==> src/rtl/clock_set_ctrl.sv <==
// Button front end for the MM:SS clock: debounces five buttons and runs the RUN/EDIT set FSM.
// Optional macro AUTO_REPEAT_EN: held up/down buttons re-fire every REPEAT_CYCLES.
module clock_set_ctrl #(
    parameter int DEBOUNCE_CYCLES = 250000,
    parameter int BLINK_CYCLES    = 25000000,
    parameter int REPEAT_CYCLES   = 50000000
) (
    input  logic       clk,
    input  logic       reset,
    input  logic       btn_c,
    input  logic       btn_l,
    input  logic       btn_r,
    input  logic       btn_u,
    input  logic       btn_d,
    input  logic [3:0] cur_sec_ones,
    input  logic [2:0] cur_sec_tens,
    input  logic [3:0] cur_min_ones,
    input  logic [2:0] cur_min_tens,
    output logic       timer_en,
    output logic       load,
    output logic [3:0] set_sec_ones,
    output logic [2:0] set_sec_tens,
    output logic [3:0] set_min_ones,
    output logic [2:0] set_min_tens,
    output logic [1:0] digit_sel,
    output logic [3:0] blink_mask
);

    // state | meaning
    // RUN   | timer counting, buttons other than c ignored
    // EDIT  | timer stopped, selected digit blinks and is editable
    typedef enum logic {RUN, EDIT} state_t;

    localparam int BC = 0, BL = 1, BR = 2, BU = 3, BD = 4;
    localparam int DW = $clog2(DEBOUNCE_CYCLES + 1);
    localparam int BW = $clog2(BLINK_CYCLES + 1);
    localparam logic [DW-1:0] DB_LOAD = DW'(DEBOUNCE_CYCLES - 1);
    localparam logic [BW-1:0] BL_LOAD = BW'(BLINK_CYCLES - 1);

    logic [4:0]    raw, sync1, sync2, db, db_q, press, rep_tick;
    logic [DW-1:0] db_cnt [5];
    state_t        state, state_nx;
    logic          go_edit, go_run, mv_l, mv_r, inc, dec;
    logic [BW-1:0] blink_cnt;
    logic          blink_ph;

    assign raw = {btn_d, btn_u, btn_r, btn_l, btn_c};

    // Down-counter reloads whenever the synchronised level agrees with the accepted one
    always_ff @(posedge clk) begin
        if (reset) begin
            sync1 <= '0;
            sync2 <= '0;
            db    <= '0;
            db_q  <= '0;
            press <= '0;
            for (int i = 0; i < 5; i++) db_cnt[i] <= DB_LOAD;
        end else begin
            sync1 <= raw;
            sync2 <= sync1;
            db_q  <= db;
            press <= (db & ~db_q) | rep_tick;
            for (int i = 0; i < 5; i++) begin
                if (sync2[i] == db[i]) begin
                    db_cnt[i] <= DB_LOAD;
                end else if (db_cnt[i] == '0) begin
                    db[i]     <= sync2[i];
                    db_cnt[i] <= DB_LOAD;
                end else begin
                    db_cnt[i] <= db_cnt[i] - DW'(1);
                end
            end
        end
    end

`ifdef AUTO_REPEAT_EN
    localparam int RW = $clog2(REPEAT_CYCLES + 1);
    localparam logic [RW-1:0] RP_LOAD = RW'(REPEAT_CYCLES - 1);
    logic [RW-1:0] rep_cnt [2];

    always_ff @(posedge clk) begin
        for (int j = 0; j < 2; j++) begin
            if (reset || !db[BU+j] || !db_q[BU+j] || rep_cnt[j] == '0)
                rep_cnt[j] <= RP_LOAD;
            else
                rep_cnt[j] <= rep_cnt[j] - RW'(1);
        end
    end

    always_comb begin
        rep_tick     = '0;
        rep_tick[BU] = db[BU] & db_q[BU] & (rep_cnt[0] == '0);
        rep_tick[BD] = db[BD] & db_q[BD] & (rep_cnt[1] == '0);
    end
`else
    assign rep_tick = '0;
`endif

    always_ff @(posedge clk) begin
        if (reset) state <= RUN;
        else       state <= state_nx;
    end

    always_comb begin
        state_nx = state;
        case (state)
            RUN:     if (press[BC]) state_nx = EDIT;
            EDIT:    if (press[BC]) state_nx = RUN;
            default: state_nx = RUN;
        endcase
    end

    always_comb begin
        timer_en   = (state == RUN);
        blink_mask = '0;
        if (state == EDIT && blink_ph) blink_mask = 4'b0001 << digit_sel;
    end

    // c beats everything; l/r beats u/d; opposing pairs cancel
    assign go_edit = (state == RUN)  & press[BC];
    assign go_run  = (state == EDIT) & press[BC];
    assign mv_l    = (state == EDIT) & ~press[BC] & press[BL] & ~press[BR];
    assign mv_r    = (state == EDIT) & ~press[BC] & press[BR] & ~press[BL];
    assign inc     = (state == EDIT) & ~press[BC] & ~press[BL] & ~press[BR] & press[BU] & ~press[BD];
    assign dec     = (state == EDIT) & ~press[BC] & ~press[BL] & ~press[BR] & press[BD] & ~press[BU];

    function automatic logic [3:0] step_ones(input logic [3:0] v, input logic up);
        if (up) return (v >= 4'd9) ? 4'd0 : v + 4'd1;
        else    return (v == 4'd0) ? 4'd9 : v - 4'd1;
    endfunction

    function automatic logic [2:0] step_tens(input logic [2:0] v, input logic up);
        if (up) return (v >= 3'd5) ? 3'd0 : v + 3'd1;
        else    return (v == 3'd0) ? 3'd5 : v - 3'd1;
    endfunction

    always_ff @(posedge clk) begin
        if (reset) begin
            load         <= 1'b0;
            set_sec_ones <= '0;
            set_sec_tens <= '0;
            set_min_ones <= '0;
            set_min_tens <= '0;
            digit_sel    <= '0;
        end else begin
            load <= go_run;
            if (go_edit) begin
                set_sec_ones <= (cur_sec_ones > 4'd9) ? 4'd9 : cur_sec_ones;
                set_sec_tens <= (cur_sec_tens > 3'd5) ? 3'd5 : cur_sec_tens;
                set_min_ones <= (cur_min_ones > 4'd9) ? 4'd9 : cur_min_ones;
                set_min_tens <= (cur_min_tens > 3'd5) ? 3'd5 : cur_min_tens;
                digit_sel    <= 2'd0;
            end else begin
                if (mv_l) digit_sel <= digit_sel + 2'd1;
                if (mv_r) digit_sel <= digit_sel - 2'd1;
                if (inc || dec) begin
                    case (digit_sel)
                        2'd0: set_sec_ones <= step_ones(set_sec_ones, inc);
                        2'd1: set_sec_tens <= step_tens(set_sec_tens, inc);
                        2'd2: set_min_ones <= step_ones(set_min_ones, inc);
                        default: set_min_tens <= step_tens(set_min_tens, inc);
                    endcase
                end
            end
        end
    end

    // Blink phase restarts dark on entering EDIT and on every selection move
    always_ff @(posedge clk) begin
        if (reset || state == RUN || go_edit || mv_l || mv_r) begin
            blink_cnt <= BL_LOAD;
            blink_ph  <= 1'b0;
        end else if (blink_cnt == '0) begin
            blink_cnt <= BL_LOAD;
            blink_ph  <= ~blink_ph;
        end else begin
            blink_cnt <= blink_cnt - BW'(1);
        end
    end

endmodule

==> config.mk <==
export PLATFORM = sky130hd
export DESIGN_NAME = clock_set_ctrl
export DESIGN_NICKNAME = d
export VERILOG_FILES = /design/src/rtl/clock_set_ctrl.sv
export SDC_FILE = /design/constraint.sdc
export NUM_CORES = 1
export LEC_CHECK = 0
export BUFFER_PORTS_ARGS = -buffer_cell sky130_fd_sc_hd__buf_4
export CAP_MARGIN = 10
export CORE_MARGIN = 2
export CORE_UTILIZATION = 43
export DETAILED_ROUTE_END_ITERATION = 8
export PLACE_DENSITY = 0.56
export SLEW_MARGIN = 5
export SYNTH_ARGS = -nofsm -noshare
export SYNTH_HDL_FRONTEND = slang
export SYNTH_SLANG_ARGS = --single-unit
==> constraint.sdc <==
create_clock -name clk -period 3.4 [get_ports clk]
set_input_delay 0.17 -clock clk [delete_from_list [all_inputs] [get_ports clk]]
set_output_delay 0.17 -clock clk [all_outputs]
set_load 0.005 [all_outputs]
# After elaboration in Yosys (flattened, before gate mapping)
# Memory sizes are Yosys's and may differ from the RTL's.
# Cells that the tools add are included.
[totals]
mem_count = 1
ff_bits = 69
inputBits = 21
ram_bits = 90
out_inout_bits = 22
word_cells = 234
[op_classes]
order_cmp = 8
n_mux = 106
n_eq_ne = 8
n_addsub = 16
n_bitwise = 42
shifts = 1
reduce_logical = 34
[mem_list]
columns = ["name", "depth", "width", "rd", "rd_ports_with_merged_regs", "wr", "line", "text"]
rows = [
  ["db_cnt", 5, 18, 5, 0, 5, "41", "logic [DW-1:0] db_cnt [5];"],
]
[ops]
columns = ["op", "n"]
rows = [
  ["$mux 18", 15],
  ["$logic_not 18->1", 5],
  ["$sub 18x1->18 const B", 5],
  ["$mux 4", 15],
  ["$mux 1", 59],
  ["$mux 3", 14],
  ["$logic_not 25->1", 1],
  ["$sub 25x1->25 const B", 1],
  ["$reduce_and 2->1", 9],
  ["$or 1x1->1", 15],
  ["$and 1x1->1", 13],
  ["$not 1->1", 12],
  ["$reduce_bool 2->1", 5],
  ["$add 4x1->4 const B", 2],
  ["$ge 4x4->1 const B", 2],
  ["$gt 4x4->1 const B", 2],
  ["$logic_not 4->1", 2],
  ["$sub 4x1->4 const B", 2],
  ["$add 3x1->3 const B", 2],
  ["$ge 3x3->1 const B", 2],
  ["$gt 3x3->1 const B", 2],
  ["$logic_not 3->1", 2],
  ["$sub 3x1->3 const B", 2],
  ["$and 5x5->5", 1],
  ["15 further kinds", 25],
]

# Depth between registers and ports, before layout
# Gate-level depths: netlist of run 1.
[logic_depth]
ltp_word = 10
ltp_mapped = 8

# Least setup slack after synthesis of run 1
# Ideal clock, no wire load.
[synth_timing]
path_kind = "reg2reg"
start = "memory db_cnt[2][5] (netlist name)"
end = "memory db_cnt[2][10] (netlist name) (data pin)"
slack_ns = 1.123
path_stages_with_launch = 6
arrival_time_ns = 2.006
setup_time_ns = 0.270
period_less_slack_ns = 2.277
path_buffers = 1
path_cell_list = "edfxtp_1 or4_1 buf_2 or4_4 o21ai_1 nor2_1"
[synth_rtl]
columns = ["item", "line"]
rows = [
  ["start, declared", "41"],
]

==> metrics.md, run 1 <==
| Metric | Value |
|---|---|
| Logic pwr share | `2.7%` |
| Congestion Overflow GR | `0` |
| GRT Util Overall | `17.2%` |
| Area Growth Syn to Fin | `18.4%` |
| Setup TNS | `0 ns` |
| Clock H-tree levels | `4` |
| First-pass GRT wire length | `30300 um` |
| Initial antenna violation count | `0` |
| Critical Path Start Type | `flip-flop` |
| Leak Pwr | `3.46 nW` |
| Root buffer cell | `clkbuf_16` |
| Nets | `1071` |
| Vias/cell | `5.14` |
| PortBufs | `42` |
| Pin count of the biggest net entering global routing | `28` |
| Critical-path maximum fanout | `9` |
| DRC Markers | `0` |
| RSZ-0062 raised after global routing | `false` |
| DR vias | `6660` |
| Max IR drop VDD | `0.316 mV` |
| Max Fclk | `390 MHz` |
| First-pass detailed-route iteration total | `5` |
| Worst Path Required | `3.55 ns` |
| Hold Startpoint | `cur_min_ones[3]` |
| Pwr Total | `0.00404 W` |
| FF-to-FF Start | `db_cnt[2][5]` |
| IO Count | `43` |
| Clock power share | `45.9%` |
| CTS tree | `built` |
| #FFs+latches synth | `159` |
| Ys flop type | `edfxtp_1` |
| Clock sink count | `159` |
| Fillers | `1836` |
| Initial core utilization | `44.0%` |
| Yosys warnings | `0` |
| Status | `finished clean` |
| TritonCTS Buffers | `17` |
| Sequential share of power | `51.4%` |
| Switch share | `22.3%` |
| Data arrival, critical path | `2.72 ns` |
| Vias in the first global route | `6338` |
| Min Tclk post-route | `2.56 ns` |
| Final setup vio count | `0` |
| Max Cap Violations | `0` |
| Final WS setup | `0.836 ns` |
| Drt total wl | `17600 um` |
| Beginning of the critical path | `db_cnt[2][5]` |
| Worst-path clk slew | `0.07 ns` |
| Max-Slew Margin vs Limit | `52.1%` |
| Number of synthesized flops with an enable pin | `90` |
| Clock Latency Late Sink | `0.43 ns` |
| Commonest non-fill, non-tap cells in the layout | `90 x edfxtp_1, 90 x conb_1, 82 x nor2_1` |
| Asr flop ratio synth | `0%` |
| WL/cell | `13.6 um` |
| Final worst path period share | `75.4%` |
| Post-DP HPWL | `12500 um` |
| CTS Buffer Depth | `2` |
| Post-CTS Resized | `0` |
| Internal power | `0.00314 W` |
| Core box area | `19600 um2` |
| Post-route ant nets | `0` |
| Switching power | `0.000901 W` |
| Initial DRC count | `248` |
| Number of diodes | `0` |
| Placement row count | `51` |
| Yosys cell types | `69` |
| Post-Syn Area | `8630 um2` |
| Fraction of layout cells with a size suffix above 1 | `11.3%` |
| Die Wd | `146 um` |
| Pwr dens | `396 nW/um2` |
| Final core utilization | `52.1%` |
| Placer Congestion | `0.770` |
| Die Y | `146 um` |
| Fin. max-slew vios | `0` |
| Final Hold Viols | `0` |
| CP Capture Type | `flip-flop` |
| Minimum hold slack | `0.0457 ns` |
| Worst slew pin tran | `0.712 ns` |
| Crit path kind | `flip-flop to flip-flop` |
| Syn_area_per_cell | `9.79 um2` |
| Setup bufs post-CTS | `0` |
| Sequential fraction of the synthesis area | `47.3%` |
| Full die area | `21200 um2` |
| Post-Synthesis Cells | `881` |
| Max Clock Skew | `0.0105 ns` |
| Min-delay worst type | `primary input to flip-flop` |
| Pre-CTS setup slack | `0.782 ns` |
-- Yosys cell counts, types with 3 or more instances --
cell type	count	area (um2)
o31ai_1	23	173
nand3_1	41	205
o41ai_1	6	52.6
nor4b_1	4	35.0
o211ai_1	4	30.0
dfxtp_1	69	1380
edfxtp_1	90	2700
a21oi_1	25	125
nand2b_1	13	81.3
a21o_1	4	30.0
nand4bb_1	4	45.0
or4_4	4	45.0
xnor2_1	34	298
or3b_2	6	52.6
or2_2	7	43.8
a211oi_1	7	52.6
o311ai_0	3	26.3
inv_1	37	139
nor2_1	82	308
nand4_1	14	87.6
and3_1	9	56.3
a31oi_1	12	75.1
o21ai_0	29	145
buf_1	3	11.3
clkbuf_1	23	86.3
buf_2	5	25.0
xor2_1	33	289
nor3_1	25	125
nand3b_1	9	67.6
a311oi_1	4	35.0
nand2_1	66	248
nor2b_1	23	144
or4_1	29	218
o21a_1	6	45.0
nor3b_1	3	22.5
nor4_1	25	156
a31o_2	3	26.3
nand4b_1	6	52.6
ha_1	32	400
or3_1	23	144
-- per-stage QoR --
step	cells	instance area [um2]
6_report	1296	10200
5_1_grt	1296	10200
3_3_place_gp	1255	9550
3_5_place_dp	1255	9550
2_1_floorplan	970	8960
4_1_cts	1296	10200
-- layout make-up --
| class | instances | area [um2] | area share [%] |
|---|---|---|---|
| timing repair buffer | 61 | 480 | 4.70 |
| tap | 265 | 332 | 3.25 |
| multi-input combinational | 742 | 4610 | 45.1 |
| inverter | 37 | 139 | 1.36 |
| clock inverter | 14 | 133 | 1.30 |
| clock buffer | 18 | 439 | 4.30 |
| sequential | 159 | 4080 | 40.0 |
-- critical path: stages (launching register included) --
cell	delay (ns)
edfxtp_1	0.42
or4_1	0.68
or4_4	0.58
o21ai_1	0.49
nor2_1	0.12
-- power by group through the flow --
stage / clock [W] / combinational [W] / sequential [W]
after floorplan: 0 / 0.0000661 / 0.00211
after global placement: 0 / 0.0000982 / 0.00212
after detailed placement: 0 / 0.0000980 / 0.00212
after CTS: 0.00192 / 0.000107 / 0.00208
after global routing: 0.00199 / 0.000125 / 0.00208
final: 0.00186 / 0.000108 / 0.00208
-- state kept, by name, indices dropped and copies added (netlist names), 3 cells and up --
signal / flops
db_cnt: 90
blink_cnt: 25
db: 5
db_q: 5
press: 5
sync1: 5
sync2: 5
set_min_ones: 4
set_sec_ones: 4
set_min_tens: 3
set_sec_tens: 3
-- per-layer routing --
metal,routed length [um],GRT usage (%),vias up
met5,0,0,-
met4,163,4.90,0
met3,582,4.55,8
met2,8050,27.4,84
met1,8780,23.2,3103
li1,-,-,3465
-- path summary, 6_finish.rpt --
| check | slack (ns) | cells after the start | endpoint |
|---|---|---|---|
| worst min-delay path | 0.05 | 4 | set_min_ones[1] |
| worst max register to register | 0.84 | 4 | db_cnt[2][6] |
| worst max-delay path | 0.84 | 4 | db_cnt[2][6] |
| worst min register to register | 0.38 | 1 | press[3] |
-- what timing repair did --
| action | in CTS | in global routing |
|---|---|---|
| endpoints found under the hold margin | 9 | 0 |
| endpoints found under the setup margin | 0 | 0 |
| hold buffers | 9 | 0 |
-- logic make-up after synthesis --
family | share of synthesized area, %
AO/OA/AOI/OAI | 12.2
XOR/XNOR | 6.80
adder cells (fa/ha/maj) | 4.64
buffers and inverters | 3.12
flip-flops | 47.3
multiplexers | 0.377
other | 0.0435
AND/OR/NAND/NOR | 25.5
Note: power is estimated with default switching activity, not from simulation.
==> run 2: changes to the inputs <==
- ABC_AREA: not set -> 1
- clock period: 3.4 -> 2.55 ns (I/O delays scaled with it)
==> metrics.md, run 2 <==
| Metric | Value |
|---|---|
| Number of diodes | `0 (unchanged)` |
| Post-CTS Hold Fix Bufs | `5 (was 9)` |
| Data arrival, critical path | `2.11 ns (was 2.72 ns)` |
| First-pass GRT wire length | `30800 um (was 30300 um)` |
| Grt met3 use | `3.93% (was 4.55%)` |
| Nets | `1336 (was 1071)` |
| Root buffer cell | `clkbuf_16 (unchanged)` |
| Clock sink count | `159 (unchanged)` |
| #FFs+latches synth | `159 (unchanged)` |
| Ys flop type | `edfxtp_1 (unchanged)` |
| DRC Markers | `0 (unchanged)` |
| FF-to-FF Start | `db_cnt[2][0] (was db_cnt[2][5])` |
| Clock Latency Late Sink | `0.43 ns (about the same)` |
| Fraction of layout cells with a size suffix above 1 | `11.4% (was 11.3%)` |
| Worst reg2reg endpoint | `db_cnt[2][12] (was db_cnt[2][6])` |
| Hold Startpoint | `cur_sec_tens[2] (was cur_min_ones[3])` |
| Initial core utilization | `44.0% (about the same)` |
| GR met1 Demand/Resource | `24.5% (was 23.2%)` |
| Vias/cell | `4.58 (was 5.14)` |
| Area of the multi-input gates | `4610 um2 (about the same)` |
| Critical Path Start Type | `flip-flop (unchanged)` |
| DR vias | `7166 (was 6660)` |
| Crit path kind | `flip-flop to flip-flop (unchanged)` |
| FF+latch area | `4080 um2 (unchanged)` |
| Setup TNS | `0 ns (unchanged)` |
| Post-synth top cells | `240 x nand2_1, 194 x nor2_1, 138 x inv_1 (was 90 x edfxtp_1, 82 x nor2_1, 69 x dfxtp_1)` |
| Most frequent cell after synthesis | `nand2_1 (was edfxtp_1)` |
| Die Y | `148 um (was 146 um)` |
| Final worst path period share | `76.2% (was 75.4%)` |
| Yosys warnings | `0 (unchanged)` |
| Largest register FFs | `90 (unchanged)` |
| Leak Pwr | `4.37 nW (was 3.46 nW)` |
| Hold path depth | `5 (was 4)` |
| Pin count of the biggest net entering global routing | `29 (was 28)` |
| Initial DRC count | `299 (was 248)` |
| Fin. max-slew vios | `0 (unchanged)` |
| Post-Synthesis Cells | `1135 (was 881)` |
| Min-delay worst type | `primary input to flip-flop (unchanged)` |
| Pwr dens | `503 nW/um2 (was 396 nW/um2)` |
| Final Hold Viols | `0 (unchanged)` |
| GRT Util Overall | `17.1% (was 17.2%)` |
| Die Wd | `148 um (was 146 um)` |
| Asr flop ratio synth | `0% (unchanged)` |
| CTS tree | `built (unchanged)` |
| Placement row count | `52 (was 51)` |
| Post-Syn Area | `8970 um2 (was 8630 um2)` |
| Min Tclk post-route | `1.94 ns (was 2.56 ns)` |
| Pre-CTS setup slack | `0.599 ns (was 0.782 ns)` |
| Post-synth top area share | `30.1% (was 31.3%)` |
| TritonCTS Buffers | `17 (unchanged)` |
| Vias in the first global route | `6743 (was 6338)` |
| GRT busiest layer | `met2 (unchanged)` |
| Max Cap Violations | `0 (unchanged)` |
| Final core utilization | `51.6% (was 52.1%)` |
| Initial antenna violation count | `0 (unchanged)` |
| Status | `finished clean (unchanged)` |
| First-pass detailed-route iteration total | `6 (was 5)` |
| Worst R2R Setup Slack | `0.61 ns (was 0.84 ns)` |
| Full die area | `22000 um2 (was 21200 um2)` |
| Final setup vio count | `0 (unchanged)` |
| Critical-path maximum fanout | `8 (was 9)` |
| CP Capture Type | `flip-flop (unchanged)` |
| Max-Slew Margin vs Limit | `65.6% (was 52.1%)` |
| Worst Hold End | `set_sec_tens[2] (was set_min_ones[1])` |
| Drt total wl | `17600 um (about the same)` |
| Syn_area_per_cell | `7.90 um2 (was 9.79 um2)` |
| Reg2reg path depth | `7 (was 4)` |
| Top cell type by total area after synthesis | `edfxtp_1 (unchanged)` |
| Grt met2 use | `26.1% (was 27.4%)` |
| Reg with most FFs | `db_cnt (unchanged)` |
| Worst slew pin tran | `0.511 ns (was 0.712 ns)` |
| Post-DP HPWL | `13200 um (was 12500 um)` |
| Post-route ant nets | `0 (unchanged)` |
| Most common cell after layout, fill and taps aside | `nand2_1` |
| Placer Congestion | `0.842 (was 0.770)` |
| Number of synthesized flops with an enable pin | `90 (unchanged)` |
| Placed cell count | `1529 (was 1255)` |
| Layout Cells excl Fill | `1566 (was 1296)` |
| Fillers | `2021 (was 1836)` |
| IO Count | `43 (unchanged)` |
| Congestion Overflow GR | `0 (unchanged)` |
| Clock H-tree levels | `4 (unchanged)` |
| CTS Buffer Depth | `2 (unchanged)` |
| Max Fclk | `515 MHz (was 390 MHz)` |
| Worst-path clk slew | `0.06 ns (was 0.07 ns)` |
| Setup bufs post-CTS | `0 (unchanged)` |
| Yosys cell types | `45 (was 69)` |
| PortBufs | `42 (unchanged)` |
| Max IR drop VDD | `0.412 mV (was 0.316 mV)` |
| Design area | `10500 um2 (was 10200 um2)` |
| Max Clock Skew | `0.00994 ns (was 0.0105 ns)` |
| Post-CTS Resized | `0 (unchanged)` |
| Largest cells by area after synthesis | `edfxtp_1 30%, dfxtp_1 15%, nand2_1 10% (was edfxtp_1 31%, dfxtp_1 16%, ha_1 4.6%)` |
| Area after DPL | `9920 um2 (was 9550 um2)` |
| Commonest non-fill, non-tap cells in the layout | `240 x nand2_1, 194 x nor2_1, 138 x inv_1 (was 90 x edfxtp_1, 90 x conb_1, 82 x nor2_1)` |
| Final WS setup | `0.607 ns (was 0.836 ns)` |
| Top flop regs | `db_cnt (90), blink_cnt (25) (unchanged)` |
| Worst Path Required | `2.72 ns (was 3.55 ns)` |
| Sequential fraction of the synthesis area | `45.5% (was 47.3%)` |
| RSZ-0062 raised after global routing | `false (unchanged)` |
| WL/cell | `11.2 um (was 13.6 um)` |
| Area Growth Syn to Fin | `17.3% (was 18.4%)` |
| Core box area | `20400 um2 (was 19600 um2)` |
run 2: cell count changes after synthesis, moves of 17 or more:
cell,previous run,this run
nand3_1,41,71
a21oi_1,25,53
nor2_1,82,194
nor4_1,25,3
o21ai_0,29,55
nor2b_1,23,0
or3_1,23,0
o31ai_1,23,3
inv_1,37,138
nand2_1,66,240
or4_1,29,0
nor2_2,0,17
clkbuf_1,23,2
run 2: worst max path at each step:
stage,startpoint,end,slack (ns),cells after the start
floorplan,db_cnt[2][0],db_cnt[2][14],0.81,7
global placement,db_cnt[2][0],db_cnt[2][14],0.69,7
detailed placement,db_cnt[2][0],db_cnt[2][12],0.60,7
CTS,db_cnt[2][0],db_cnt[2][12],0.60,7
global route,db_cnt[2][0],db_cnt[2][12],0.42,7
finish,db_cnt[2][0],db_cnt[2][12],0.61,7
run 2: power breakdown:
part           internal, W  switching [W]  total, W
logic            0.0000559      0.0000939  0.000150
clock network      0.00135        0.00101   0.00237
registers          0.00274      0.0000316   0.00277
run 2: kinds of logic after synthesis:
kind of cell	synth area share [%]
simple gates	31.0
flops	45.5
buf+inv	6.74
compound gates	7.53
xor+xnor	4.59
fa+ha+maj	4.46
other cells	0.0418
mux	0.112
run 2: layout make-up:
| type | instances | share of cell area [%] |
|---|---|---|
| clock buffers | 24 | 4.69 |
| clock inverters | 8 | 0.524 |
| inverters | 145 | 5.18 |
| multi-input cells | 910 | 43.9 |
| flip-flops and latches | 159 | 38.8 |
| well taps | 270 | 3.21 |
| repair buffers | 50 | 3.69 |
run 2: routing by layer:
layer | wire length (um) | vias up | part of all wire (%)
met4 | 177 | 0 | 1.0
li1 | - | 3888 | -
met2 | 7550 | 98 | 43
met1 | 9140 | 3165 | 52
met5 | 0 | - | 0
met3 | 684 | 15 | 3.9
run 2: worst max-delay path: stages, from the launching register on:
cell,delay (ns)
edfxtp_1,0.41
inv_1,0.20
ha_1,0.22
nand3_1,0.16
nor2_2,0.24
nand3_1,0.16
o21ai_0,0.19
nand3_1,0.09
run 2: stage by stage:
stage / hold WS (ns) / power [W]
global placement: 0.337 / 0.00297
detailed placement: 0.344 / 0.00297
CTS: 0.0179 / 0.00538
floorplan: 0.234 / 0.00291
global route: 0.0479 / 0.00551
finish: 0.0392 / 0.00529
